<file path="config.mk">
export PLATFORM = sky130hd
export DESIGN_NAME = mem_wb_stage
export DESIGN_NICKNAME = d
export VERILOG_FILES = /design/src/rtl/mem_wb_stage_pkg.sv /design/src/rtl/mem_wb_stage_data_mem.sv /design/src/rtl/mem_wb_stage.sv
export SDC_FILE = /design/constraint.sdc
export NUM_CORES = 1
export LEC_CHECK = 0
export BUFFER_PORTS_ARGS = -buffer_cell sky130_fd_sc_hd__buf_2
export CORE_MARGIN = 2
export CORE_UTILIZATION = 53
export DETAILED_ROUTE_END_ITERATION = 6
export GPL_ROUTABILITY_DRIVEN = 0
export PLACE_DENSITY = 0.78
export SETUP_SLACK_MARGIN = 0.02
export SLEW_MARGIN = 40
export SYNTH_ARGS = -nofsm -noshare
export SYNTH_HDL_FRONTEND = slang
export SYNTH_SLANG_ARGS = --single-unit
</file>
<file path="constraint.sdc">
create_clock -name clk -period 1.8 [get_ports clk]
set_input_delay 0.18 -clock clk [delete_from_list [all_inputs] [get_ports clk]]
set_output_delay 0.18 -clock clk [all_outputs]
set_load 0.05 [all_outputs]
</file>
<file path="src/rtl/mem_wb_stage_pkg.sv">
// Shared encodings for the MEM/WB stage: instruction fields, type codes, NOP constant, FSM states.
package mem_wb_stage_pkg;

  localparam int TYPE_HI = 7;
  localparam int TYPE_LO = 6;
  localparam int WREG_HI = 5;
  localparam int WREG_LO = 4;
  localparam int REG1_HI = 3;
  localparam int REG2_LO = 0;

  localparam logic [1:0] TYPE_ALU   = 2'b00;
  localparam logic [1:0] TYPE_LOAD  = 2'b01;
  localparam logic [1:0] TYPE_STORE = 2'b10;
  localparam logic [1:0] TYPE_NOP   = 2'b11;

  localparam logic [7:0] NOP_INST = 8'hC0;

  typedef logic [0:0] state_t;
  localparam state_t ST_CLEAR = 1'b0;
  localparam state_t ST_RUN   = 1'b1;

  function automatic logic [1:0] inst_type(input logic [7:0] inst);
    return inst[TYPE_HI:TYPE_LO];
  endfunction

endpackage

</file>
<file path="src/rtl/mem_wb_stage_data_mem.sv">
// Private data memory: one synchronous write port, asynchronous read; write lands on the clock edge.
// No reset on the array; the stage's clear sequencer zeroes it after every reset.
module data_mem #(
  parameter int DATA_W   = 8,
  parameter int DM_DEPTH = 16,
  localparam int AW      = $clog2(DM_DEPTH)
) (
  input  logic              clk,
  input  logic              we,
  input  logic [AW-1:0]     waddr,
  input  logic [DATA_W-1:0] wdata,
  input  logic [AW-1:0]     raddr,
  output logic [DATA_W-1:0] rdata
);

  logic [DATA_W-1:0] mem [DM_DEPTH];

  always_ff @(posedge clk) begin
    if (we) begin
      mem[waddr] <= wdata;
    end
  end

  assign rdata = mem[raddr];

endmodule

</file>
<file path="src/rtl/mem_wb_stage.sv">
// MEM/WB stage: loads/stores, registered write-back triple and retire counter; 1-cycle latency, no back-pressure.
// Define MEM_WB_BYPASS_EN to add combinational fwd_* forwarding of the current input slot to decode.
module mem_wb_stage
  import mem_wb_stage_pkg::*;
#(
  parameter int DATA_W   = 8,
  parameter int INST_W   = 8,
  parameter int DM_DEPTH = 16
) (
  input  logic              clk,
  input  logic              mem_reset,
  input  logic              in_valid,
  input  logic [INST_W-1:0] in_inst,
  input  logic [DATA_W-1:0] in_result,
  input  logic [DATA_W-1:0] in_store,
  output logic              busy,
  output logic              rf_we,
  output logic [1:0]        wreg,
  output logic [DATA_W-1:0] wdata,
  output logic [INST_W-1:0] wb_inst,
  output logic [7:0]        retired
`ifdef MEM_WB_BYPASS_EN
  ,
  output logic              fwd_valid,
  output logic [1:0]        fwd_reg,
  output logic [DATA_W-1:0] fwd_data
`endif
);

  localparam int AW = $clog2(DM_DEPTH);
  localparam logic [AW-1:0] LAST_ADDR = AW'(DM_DEPTH - 1);

  state_t            state;
  logic [AW-1:0]     clr_addr;
  logic [AW-1:0]     addr;
  logic [1:0]        ityp;
  logic              accept;
  logic              dm_we;
  logic [AW-1:0]     dm_waddr;
  logic [DATA_W-1:0] dm_wdata;
  logic [DATA_W-1:0] dm_rdata;

  // Upper address bits alias onto the low ones; reg1/reg2 are consumed upstream.
  logic unused_bits;
  assign unused_bits = ^{in_result[DATA_W-1:AW], in_inst[REG1_HI:REG2_LO]};

  assign addr   = in_result[AW-1:0];
  assign ityp   = inst_type(in_inst[7:0]);
  assign accept = (state == ST_RUN) && in_valid;
  assign busy   = (state == ST_CLEAR);

  always_comb begin
    dm_we    = 1'b0;
    dm_waddr = addr;
    dm_wdata = in_store;
    if (!mem_reset) begin
      if (state == ST_CLEAR) begin
        dm_we    = 1'b1;
        dm_waddr = clr_addr;
        dm_wdata = '0;
      end else if (accept && ityp == TYPE_STORE) begin
        dm_we = 1'b1;
      end
    end
  end

  data_mem #(
    .DATA_W   (DATA_W),
    .DM_DEPTH (DM_DEPTH)
  ) u_data_mem (
    .clk   (clk),
    .we    (dm_we),
    .waddr (dm_waddr),
    .wdata (dm_wdata),
    .raddr (addr),
    .rdata (dm_rdata)
  );

  always_ff @(posedge clk) begin
    if (mem_reset) begin
      state    <= ST_CLEAR;
      clr_addr <= '0;
      rf_we    <= 1'b0;
      wreg     <= 2'd0;
      wdata    <= '0;
      wb_inst  <= INST_W'(NOP_INST);
      retired  <= 8'd0;
    end else begin
      if (state == ST_CLEAR) begin
        clr_addr <= clr_addr + AW'(1);
        if (clr_addr == LAST_ADDR) begin
          state <= ST_RUN;
        end
      end
      if (accept) begin
        rf_we   <= (ityp == TYPE_ALU) || (ityp == TYPE_LOAD);
        wreg    <= in_inst[WREG_HI:WREG_LO];
        wdata   <= (ityp == TYPE_LOAD) ? dm_rdata : in_result;
        wb_inst <= in_inst;
        retired <= retired + 8'd1;
      end else begin
        // Dropped slot becomes a bubble; wreg/wdata are don't-care while rf_we is low.
        rf_we   <= 1'b0;
        wb_inst <= INST_W'(NOP_INST);
      end
    end
  end

`ifdef MEM_WB_BYPASS_EN
  assign fwd_valid = accept && ((ityp == TYPE_ALU) || (ityp == TYPE_LOAD));
  assign fwd_reg   = in_inst[WREG_HI:WREG_LO];
  assign fwd_data  = (ityp == TYPE_LOAD) ? dm_rdata : in_result;
`endif

endmodule
</file>
### Word-level counts from Yosys, hierarchy flattened

Memories as Yosys holds them, arrays and structs flattened.
Index checks and enable logic that the tools add are counted.

* latch bits: 0
* logic and storage cells: 32
* memories kept: 1
* output and inout port bits: 28
* memory bits (read-only): 0
* bits in registers: 32
* bits in writable memories: 128

Memories
* u_data_mem.mem: depth 16, width 8, read ports 1, clocked after Yosys merged registers in 0, write ports 1, line mem_wb_stage_data_mem.sv:16 `logic [DATA_W-1:0] mem [DM_DEPTH];`

* add/sub/neg operators: 2
* $lt $le $gt $ge: 0
* multipliers: 0
* muxes and demuxes: 12
* eq/ne operators: 3
* bitwise logic cells: 2
* reductions and logical operators: 5
* div/mod/pow operators: 0
* shift operators: 0

Operator list (number)
* 8-bit two-way mux: 3
* 8-bit by 1-bit adder with 8-bit output, second input constant: 1
* 4-bit two-way mux: 2
* 1-bit two-way mux: 7
* 4-bit by 1-bit adder with 4-bit output, second input constant: 1
* 4-bit equality test, second input constant: 1
* 2-bit by 1-bit equality test with 1-bit output, second input constant: 1
* 2-bit equality test, second input constant: 1
* 1-bit logical AND: 2
* 2-bit zero test: 1
* 1-bit NOT: 2
* 2-bit OR reduction: 1
* 1-bit logical OR: 1

### Logic depth before layout (Yosys ltp)

Gate-level depths: netlist of the first run.

* word-level depth: 7
* gate-level depth with buffers: 7
* depth with buffers taken out: 4

### Modules after synthesis

Synthesis of the first run repeated with hierarchy kept, for this count alone.

* cell total of the unflattened synthesis: 364
* area, all modules: 6318.6 um^2

By module, submodules not included
* data_mem: cells each 221, times used 1, area an instance 4987.3 um^2, sequential area each 3843.7 um^2
* mem_wb_stage: cells each 143, times used 1, area an instance 1331.3 um^2, sequential area each 640.6 um^2

### Worst setup path before layout of the first run

No wires, ideal clock.

* path type: register to register
* start: register state
* end: memory u_data_mem.mem[1][0] (enable)
* data required time: 1.430 ns
* cell stages (with the launch flop): 7
* slack: -0.204 ns
* clock period less this slack: 2.004 ns
* arrival time: 1.634 ns
* path through: dfxtp_1 > buf_2 > nor2_1 > buf_2 > clkbuf_1 > a31oi_1 > nor2_1

* cells in the longest elaborated chain, start to end: 7
* elaborated cells between the ends (all ways): 9
* classes of those cells: mux (7); reduce/logical (2)

Ends and longest elaborated chain
* start, declared: line mem_wb_stage.sv:33 `state_t state;`
* start signal, assigned: line mem_wb_stage.sv:81 `state <= ST_CLEAR;`
* start signal, assigned: line mem_wb_stage.sv:92 `state <= ST_RUN;`
* 1-bit logical AND: line mem_wb_stage.sv:49 `assign accept = (state == ST_RUN) && in_valid;`
* 1-bit logical AND: line mem_wb_stage.sv:61 `end else if (accept && ityp == TYPE_STORE) begin`
* 1-bit two-way mux: line mem_wb_stage.sv:61
* 1-bit two-way mux: line mem_wb_stage.sv:57 `if (state == ST_CLEAR) begin`
* 1-bit two-way mux: line mem_wb_stage.sv:56 `if (!mem_reset) begin`
* 1-bit two-way mux: line mem_wb_stage_data_mem.sv:19 `if (we) begin`
* 1-bit two-way mux (not written as such): line mem_wb_stage_data_mem.sv:20 `mem[waddr] <= wdata;`
* end, declared: line mem_wb_stage_data_mem.sv:16

Several ways; a longest one is shown, not always the timed one.

### Final worst setup path of the first run

* start: register state
* end: memory u_data_mem.mem[11][0] (enable)

The elaborated chain is that of the path after synthesis.

==> impl_metrics.ini, run 1 <==
[placed_design]
dp_cells = 648
portBuffers = 54
pre_cts_slack_ns = -0.1806
dpl.hpwl_um = 9725

[timing]
slew_viol_final = 0
skew_ns = 0.008104
setup_viol = 0
tightest_slew_ns = 0.7150
setup_ws_ns = 0.04109
hold_viol = 0
grt_setup_unrepaired = true
fmax_mhz = 568.5
max_slew_margin = 0.5212
min_period_over_period = 0.9772
finalWorstPathRequiredPeriod_ns = 1.759

[global_routing]
top_usage_layer = met2
grt_util_met3 = 0.06141
antenna_found_initial = 0
gr-usage-met1 = 0.3066
grt_use_met2 = 0.3825
grt_pass1_wl_um = 22430
grt_pass1_vias = 4038
grt_max_degree = 47
overflow = 0
grt.total_usage = 0.2368

[clocking]
clock_latency_ns = 0.43
htreeDepth = 4
cts_tree = done
cts_made_buffers = 17
cts_sinks = 160
path_clk_slew_ns = 0.06
cts-root-buf = clkbuf_16
cts.path.max_buffers = 2

[cells_and_area]
num_antenna_cells = 0
fill_cells = 785
fin_nets = 558
drive_gt1_frac = 0.3487
fin_cells = 689
area_growth_pct = 25.33
fin_util = 0.6749

[critical_path]
cp_cell_sequence = buf_4 -> buf_4 -> nor4b_4 -> o21ai_2 -> nor2_1 -> buf_4
critical_path_class = register to register
cp_slowest_cell = nor4b_4
start_kind = register
cp_max_fo = 9
critPathRequiredTime_ns = 1.94
cp_num_buf_inv = 3
timing.critical_path.mode_cell = buf_4
slowest_delay_ns = 0.34
crit_arrival_ns = 1.90
cp-end-kind = register
critPathTopFamily = simple AND/OR/NAND/NOR gates

[logic_synthesis]
synth.avg_cell_area_um2 = 15.71
seq_area_frac_synth = 0.6962
synth_area_um2 = 6441
ys_ff_latch = 160
synth_cell_types = 41
yosys_warnings = 0
syn_nets = 439
syn_inst = 410

[detailed_routing]
first_pass_iters = 5
via_count = 3998
drc_errors = 0
drtIter0Drc = 338
vias_per_cell = 5.803
drt_wl_total_um = 14620
wl_per_cell_um = 21.22
drtAntennaViolNets = 0

[min_path]
min_path_type = input pin to register

[floorplanning]
die_x_um = 114.2
rows = 40
die_area_um2 = 13050
initial_utilization = 0.5385
io-pin-count = 55
die_h_um = 114.2
core_um2 = 11960

[power_and_ir_drop]
peakVddDrop_v = 0.0006241
cellPowerDensity_nw_per_um2 = 985.6
total_power_mw = 7.956
p_leak_nw = 3.036

[status]
outcome = completed

[flow_run]
drv_cap = 0
==> worst reg2reg max path, cell delays in order, from the launching register on <==
cell and delay, ns:
dfxtp_1 0.31, buf_4 0.14, buf_4 0.18, nor4b_4 0.34, o21ai_2 0.15, nor2_1 0.19, buf_4 0.16
==> report_power, final <==
| part | switching [mW] | internal, mW |
|---|---|---|
| Clock | 1.32 | 2.04 |
| Sequential | 0.0141 | 4.05 |
| Combinational | 0.311 | 0.227 |
==> sequential cells by signal (all words and copies together), names as in the netlist <==
| register | cells |
|---|---|
| rf_we | 1 |
| retired | 8 |
| clr_addr | 4 |
| wdata | 8 |
| wb_inst | 8 |
| u_data_mem.mem | 128 |
| wreg | 2 |
| state | 1 |
==> final timing paths <==
kind	start	to	slack (ns)	cells past startpoint
max	state	u_data_mem.mem[11][0]	0.04	6
max reg2reg	state	u_data_mem.mem[11][0]	0.04	6
min	in_inst[7]	wb_inst[7]	0.03	2
min reg2reg	wreg[1]	wreg[1]	0.47	2
==> cells in the mapped netlist (all sizes together) <==
cell type  number  area share
nand2b          1     0.00097
buf            10       0.012
mux2            3      0.0052
mux4           18       0.072
nor4b           2      0.0027
xor2            8       0.011
nor4            1     0.00097
a31o            2      0.0027
nor2           36       0.021
mux2i          32       0.050
ha              2      0.0039
a311oi          2      0.0027
nand4           5      0.0049
o21ai          10      0.0084
nand3           3      0.0023
nor3            2      0.0016
a22oi          16       0.019
a31oi           5      0.0049
edfxtp        128        0.60
or3             4      0.0039
xnor2           2      0.0027
clkbuf         15      0.0095
a211oi          5      0.0058
and3            2      0.0019
inv             4      0.0023
and2            8      0.0078
nand3b          5      0.0058
a21oi          10      0.0078
nand2          16      0.0093
nor2b          16       0.016
nor3b           2      0.0023
o31ai           3      0.0035
dfxtp          32       0.099
==> area by class of cell <==
| type | count | area, um^2 | share of cell area |
|---|---|---|---|
| Clock inverter | 5 | 25.02 | 0.003100 |
| Inverter | 4 | 15.01 | 0.001860 |
| Timing Repair Buffer | 125 | 837.1 | 0.1037 |
| Clock buffer | 27 | 538.0 | 0.06665 |
| Multi-Input combinational cell | 221 | 1989 | 0.2464 |
| Sequential cell | 160 | 4484 | 0.5555 |
| Tap cell | 147 | 183.9 | 0.02278 |
==> kinds of logic (layout without fill, tap and decap cells) <==
| logic type | Yosys count | count (layout) | synth area share |
|---|---|---|---|
| flops | 160 | 160 | 0.6962 |
| simple gates | 103 | 103 | 0.08100 |
| compound gates | 53 | 53 | 0.05439 |
| mux | 53 | 53 | 0.1272 |
| buf+inv | 29 | 161 | 0.02370 |
| xor+xnor | 10 | 10 | 0.01360 |
| fa+ha+maj | 2 | 2 | 0.003884 |
==> cells in the final DEF, fill, tap and decap left out, drive strengths merged, types with 3 or more instances in the layout <==
| cell | n |
|---|---|
| o31ai | 3 |
| buf | 118 |
| nand4 | 5 |
| a22oi | 16 |
| nor2 | 36 |
| nand2 | 16 |
| clkinv | 5 |
| dlygate4sd3 | 7 |
| o21ai | 10 |
| nor2b | 16 |
| dfxtp | 32 |
| and2 | 8 |
| a211oi | 5 |
| mux2i | 32 |
| edfxtp | 128 |
| clkbuf | 27 |
| mux2 | 3 |
| inv | 4 |
| nand3b | 5 |
| a31oi | 5 |
| or3 | 4 |
| a21oi | 10 |
| xor2 | 8 |
| mux4 | 18 |
| nand3 | 3 |
==> per-layer routing <==
layer | part of all wire | wire length, um
met2 | 0.50 | 7295
met5 | 0 | 0
met4 | 0.025 | 369
met1 | 0.41 | 5955
met3 | 0.069 | 1002
==> metrics by stage <==
stage               cell area (um^2)  TNS, ns  hold slack [ns]
finish                          8073        0          0.03355
global route                    8073  -0.1945          0.03914
CTS                             7976        0          0.02189
detailed placement              7293   -15.20           0.3876
global placement                7273   -24.90           0.3886
floorplan                       6480  -0.7040           0.2823
==> what timing repair did <==
item                                    in CTS  in global routing
gates resized for setup                     10                 17
hold buffers                                 7                  0
hold endpoints to repair                     8                  0
setup buffers                                2                  0
endpoints found under the setup margin     122                128
pin swaps                                    2                  0
Power figures use the tool's default switching activity.
==> inputs of run 2 (changes only) <==
- CTS_BUF_LIST: default -> sky130_fd_sc_hd__clkbuf_8 sky130_fd_sc_hd__clkbuf_16
==> run 2 against run 1 <==
Global-route usage unchanged. Sequential share of layout area about the same. Critical path depth stayed put. Clock power is essentially flat. Hold slack better by 0.0011 ns. Sequential cell count did not move. Setup slack worse by 0.0013 ns. Combinational power is essentially flat. Die area stayed put. Total power down 0.41%. Register-to-register slack hardly changed. Final cell count is the same. Critical path type unchanged.
==> impl_metrics.ini, run 2 (synthesis results as in run 1) <==
[status]
outcome = completed

[global_routing]
grt_pass1_wl_um = 22430
grt.total_usage = 0.2368
grt_max_degree = 47
antenna_found_initial = 0
grt_pass1_vias = 4038
overflow = 0

[floorplanning]
core_um2 = 11960
die_area_um2 = 13050
die_h_um = 114.2
initial_utilization = 0.5385
die_x_um = 114.2
rows = 40
io-pin-count = 55

[critical_path]
cp-end-kind = register
reg2reg_depth = 6
cp_max_fo = 9
crit_arrival_ns = 1.90
r2r_slack_ns = 0.04
start_kind = register
r2r-end = u_data_mem.mem[11][0]
critical_path_class = register to register
critPathRequiredTime_ns = 1.94
r2r-start = state

[min_path]
whs_path_depth = 2
hp-start = in_inst[7]
holdPathEnd = wb_inst[7]
min_path_type = input pin to register

[cells_and_area]
largest_reg_flops = 128
regMostFlops = u_data_mem.mem
area_growth_pct = 25.29
num_antenna_cells = 0
fin_util = 0.6747
drive_gt1_frac = 0.3450
final_cell_mix = 128 x edfxtp_1, 62 x buf_4, 54 x buf_2
fin_nets = 558
final_cell_area_um2 = 8070
fin_cells = 689
final_common_cell = edfxtp_1

[detailed_routing]
drt_wl_total_um = 14630
vias_per_cell = 5.797
wl_per_cell_um = 21.23
via_count = 3994
drtIter0Drc = 337
drtAntennaViolNets = 0
drc_errors = 0
first_pass_iters = 5

[placed_design]
placed_area_um2 = 7293
dp_cells = 648
dpl.hpwl_um = 9725
portBuffers = 54

[timing]
setup_tns_ns = 0
slew_viol_final = 0
tightest_slew_ns = 0.7170
hold_viol = 0
finalWorstPathRequiredPeriod_ns = 1.760
min_period_over_period = 0.9779
setup_viol = 0
max_slew_margin = 0.5199
grt_setup_unrepaired = true
skew_ns = 0.008084
fmax_mhz = 568.1

[clocking]
cts-root-buf = clkbuf_16
cts_tree = done
htreeDepth = 4
path_clk_slew_ns = 0.06
cts_made_buffers = 17
cts.path.max_buffers = 2
clock_latency_ns = 0.43
cts_sinks = 160

[power_and_ir_drop]
cellPowerDensity_nw_per_um2 = 981.8
p_leak_nw = 3.051
peakVddDrop_v = 0.0006237
total_power_mw = 7.924

[flow_run]
drv_cap = 0
-- run 2: how the worst max path moves through the flow --
stage	from	end
finish	state	u_data_mem.mem[11][0]
global route	state	u_data_mem.mem[14][1]
CTS	state	u_data_mem.mem[14][1]
detailed placement	state	u_data_mem.mem[9][5]
global placement	state	u_data_mem.mem[11][4]
floorplan	state	u_data_mem.mem[12][0]
-- run 2: critical path: stages, from the launching register on --
cell and delay [ns]:
dfxtp_1 0.31, buf_4 0.14, buf_4 0.18, nor4b_4 0.34
o21ai_2 0.15, nor2_1 0.19, buf_4 0.16
-- run 2: metrics by stage --
| stage | setup WS (ns) | hold WS [ns] |
|---|---|---|
| floorplan | -0.04114 | 0.2823 |
| global placement | -0.1681 | 0.3886 |
| detailed placement | -0.1806 | 0.3876 |
| CTS | 0.005523 | 0.02189 |
| global route | -0.01677 | 0.03914 |
| finish | 0.03975 | 0.03463 |
-- run 2: per-layer routing --
layer | up-vias | track usage | part of all wire
li1 | 1822 | - | -
met1 | 1959 | 0.3066 | 0.41
met2 | 184 | 0.3825 | 0.50
met3 | 29 | 0.06141 | 0.068
met4 | 0 | 0.1008 | 0.025
met5 | - | 0 | 0
-- run 2: cell type report --
cell class / count / area [um^2]
Tap cell: 147 / 183.9
Multi-Input combinational cell: 221 / 1989
Clock buffer: 22 / 516.7
Fill cell: 783 / 3891
Timing Repair Buffer: 125 / 837.1
Inverter: 4 / 15.01
Sequential cell: 160 / 4484
Clock inverter: 10 / 43.79
-- run 2: timing repair --
action	in CTS	in global routing
hold buffers	7	0
pin swaps	2	0
setup buffers	2	0
endpoints found under the setup margin	122	128
gates resized for setup	10	17
hold endpoints to repair	8	0
-- run 2: where the power goes --
| part | leakage, nW | internal [mW] | total (mW) | switching, mW |
|---|---|---|---|---|
| combinational | 1.32 | 0.227 | 0.538 | 0.311 |
| sequential | 1.43 | 4.05 | 4.06 | 0.0141 |
| clock | 0.302 | 2.00 | 3.33 | 1.33 |
| total | 3.05 | 6.27 | 7.92 | 1.65 |
==> inputs of run 3 (changes only) <==
- CELL_PAD_IN_SITES_DETAIL_PLACEMENT: default -> 0
- CELL_PAD_IN_SITES_GLOBAL_PLACEMENT: default -> 1
- CORE_UTILIZATION: 53 -> 45
==> run 3 against run 2 <==
Setup slack lost 0.020 ns. Utilization is 9.2 points lower. First-iteration DRC count decreased by 18%. Non-clock buffer count shrank 8. Clock-buffer cell count fell by 5. Sequential share of layout area is 0.33 points lower. Register-to-register slack got worse by 0.02 ns. Wire length down 1.7%. Fmax down 1.1%. Total power is 1.3% lower. Global-route usage down 3.9 points.
==> impl_metrics.ini, run 3 (synthesis results as in run 1) <==
[clocking]
htreeDepth = 4
cts_tree = done
cts_made_buffers = 17
path_clk_slew_ns = 0.06
cts.path.max_buffers = 2
cts_sinks = 160
clock_latency_ns = 0.42
cts-root-buf = clkbuf_16

[detailed_routing]
drtIter0Drc = 277
first_pass_iters = 5
drtAntennaViolNets = 0
wl_per_cell_um = 20.15
via_count = 3868
drt_wl_total_um = 14390
drc_errors = 0
vias_per_cell = 5.417

[critical_path]
crit_arrival_ns = 1.91
cp_cell_sequence = buf_4 -> buf_4 -> nor4_2 -> o21ai_1 -> buf_4 -> nor2_2 -> buf_12
timing.critical_path.mode_cell = buf_4
critPathTopFamily = buffers and inverters
critical_path_class = register to register
critPathRequiredTime_ns = 1.93
slowest_delay_ns = 0.33
cp-end-kind = register
start_kind = register
cp_num_buf_inv = 4
cp_max_fo = 8
cp_slowest_cell = dfxtp_1

[timing]
skew_ns = 0.006541
hold_viol = 0
whs_ns = 0.04276
slew_viol_final = 0
fmax_mhz = 561.7
max_slew_margin = 0.5803
min_period_over_period = 0.9890
finalWorstPathRequiredPeriod_ns = 1.780
grt_setup_unrepaired = true
tightest_slew_ns = 0.6266
setup_viol = 0

[global_routing]
antenna_found_initial = 0
grt_max_degree = 27
grt_pass1_wl_um = 21520
grt.total_usage = 0.1979
overflow = 0
grt_pass1_vias = 3961

[cells_and_area]
fin_nets = 550
largest_reg_flops = 128
fin_cells = 714
drive_gt1_frac = 0.3464
final_common_cell = edfxtp_1
num_antenna_cells = 0
regMostFlops = u_data_mem.mem
area_growth_pct = 26.03
final_cell_mix = 128 x edfxtp_1, 54 x buf_2, 43 x buf_4

[min_path]
min_path_type = input pin to register

[placed_design]
portBuffers = 54
dp_cells = 674
dpl.hpwl_um = 9724

[power_and_ir_drop]
p_leak_nw = 2.980
peakVddDrop_v = 0.0006410
cellPowerDensity_nw_per_um2 = 963.0

[floorplanning]
io-pin-count = 55
core_um2 = 13930
die_x_um = 123.6
initial_utilization = 0.4622
rows = 43
die_h_um = 123.6
die_area_um2 = 15290

[status]
outcome = completed

[flow_run]
drv_cap = 0
-- run 3: cell count changes in the layout (fill, tap and decap cells not counted), moves of 2 or more --
| cell | previous run | this run |
|---|---|---|
| o21ai_1 | 2 | 4 |
| clkinvlp_4 | 0 | 5 |
| clkbuf_8 | 3 | 0 |
| buf_6 | 1 | 5 |
| inv_1 | 9 | 4 |
| clkbuf_16 | 19 | 17 |
| nor2_2 | 10 | 12 |
| buf_12 | 1 | 9 |
| buf_4 | 62 | 43 |
| nor2_1 | 24 | 21 |
| clkinv_2 | 5 | 3 |
| inv_6 | 0 | 6 |
| o21ai_2 | 4 | 2 |
-- run 3: timing repair --
action	in CTS	in global routing
gates resized for setup	13	17
endpoints found under the setup margin	120	128
hold endpoints to repair	8	0
hold buffers	6	0
pin swaps	0	3
setup buffers	1	1
-- run 3: metrics by stage --
step           TNS (ns)  power, mW  setup slack [ns]  instance area (um^2)  utilization
2_1_floorplan   -0.7040      4.407          -0.04114                  6480            -
3_3_place_gp     -5.425      4.603          -0.06512                  7350       0.5274
3_5_place_dp     -8.263      4.619           -0.1302                  7370       0.5289
4_1_cts               0      7.866           0.01332                  8029       0.5762
5_1_grt         -0.7858      8.077          -0.03180                  8118       0.5826
6_report              0      7.817           0.01975                  8118       0.5826
-- run 3: path summary, 6_finish.rpt --
kind / startpoint / end / slack (ns) / cells past startpoint
hold / removal: in_inst[7] / wb_inst[7] / 0.04 / 2
setup / recovery: state / u_data_mem.mem[1][0] / 0.02 / 7
hold reg to reg: wreg[0] / wreg[0] / 0.45 / 2
setup reg to reg: state / u_data_mem.mem[1][0] / 0.02 / 7
-- run 3: metal layers --
metal  wire length [um]  vias to the layer above  global-route usage
met2               7220                      125              0.3341
met5                  0                        -                   0
met4                297                        0             0.08026
met3                718                       15             0.05037
li1                   -                     1813                   -
met1               6149                     1915              0.2438
-- run 3: area by class of cell --
cell class / instances / area [um^2]
Clock buffer: 17 / 425.4
Clock inverter: 15 / 108.9
Fill cell: 1045 / 5817
Inverter: 4 / 15.01
Multi-Input combinational cell: 221 / 1969
Sequential cell: 160 / 4484
Tap cell: 180 / 225.2
Timing Repair Buffer: 117 / 889.6
-- run 3: where the power goes --
part	internal, mW	leakage (nW)	switching [mW]
combinational	0.232	1.30	0.295
clock	1.77	0.251	1.46
sequential	4.04	1.43	0.0148
total	6.05	2.98	1.77
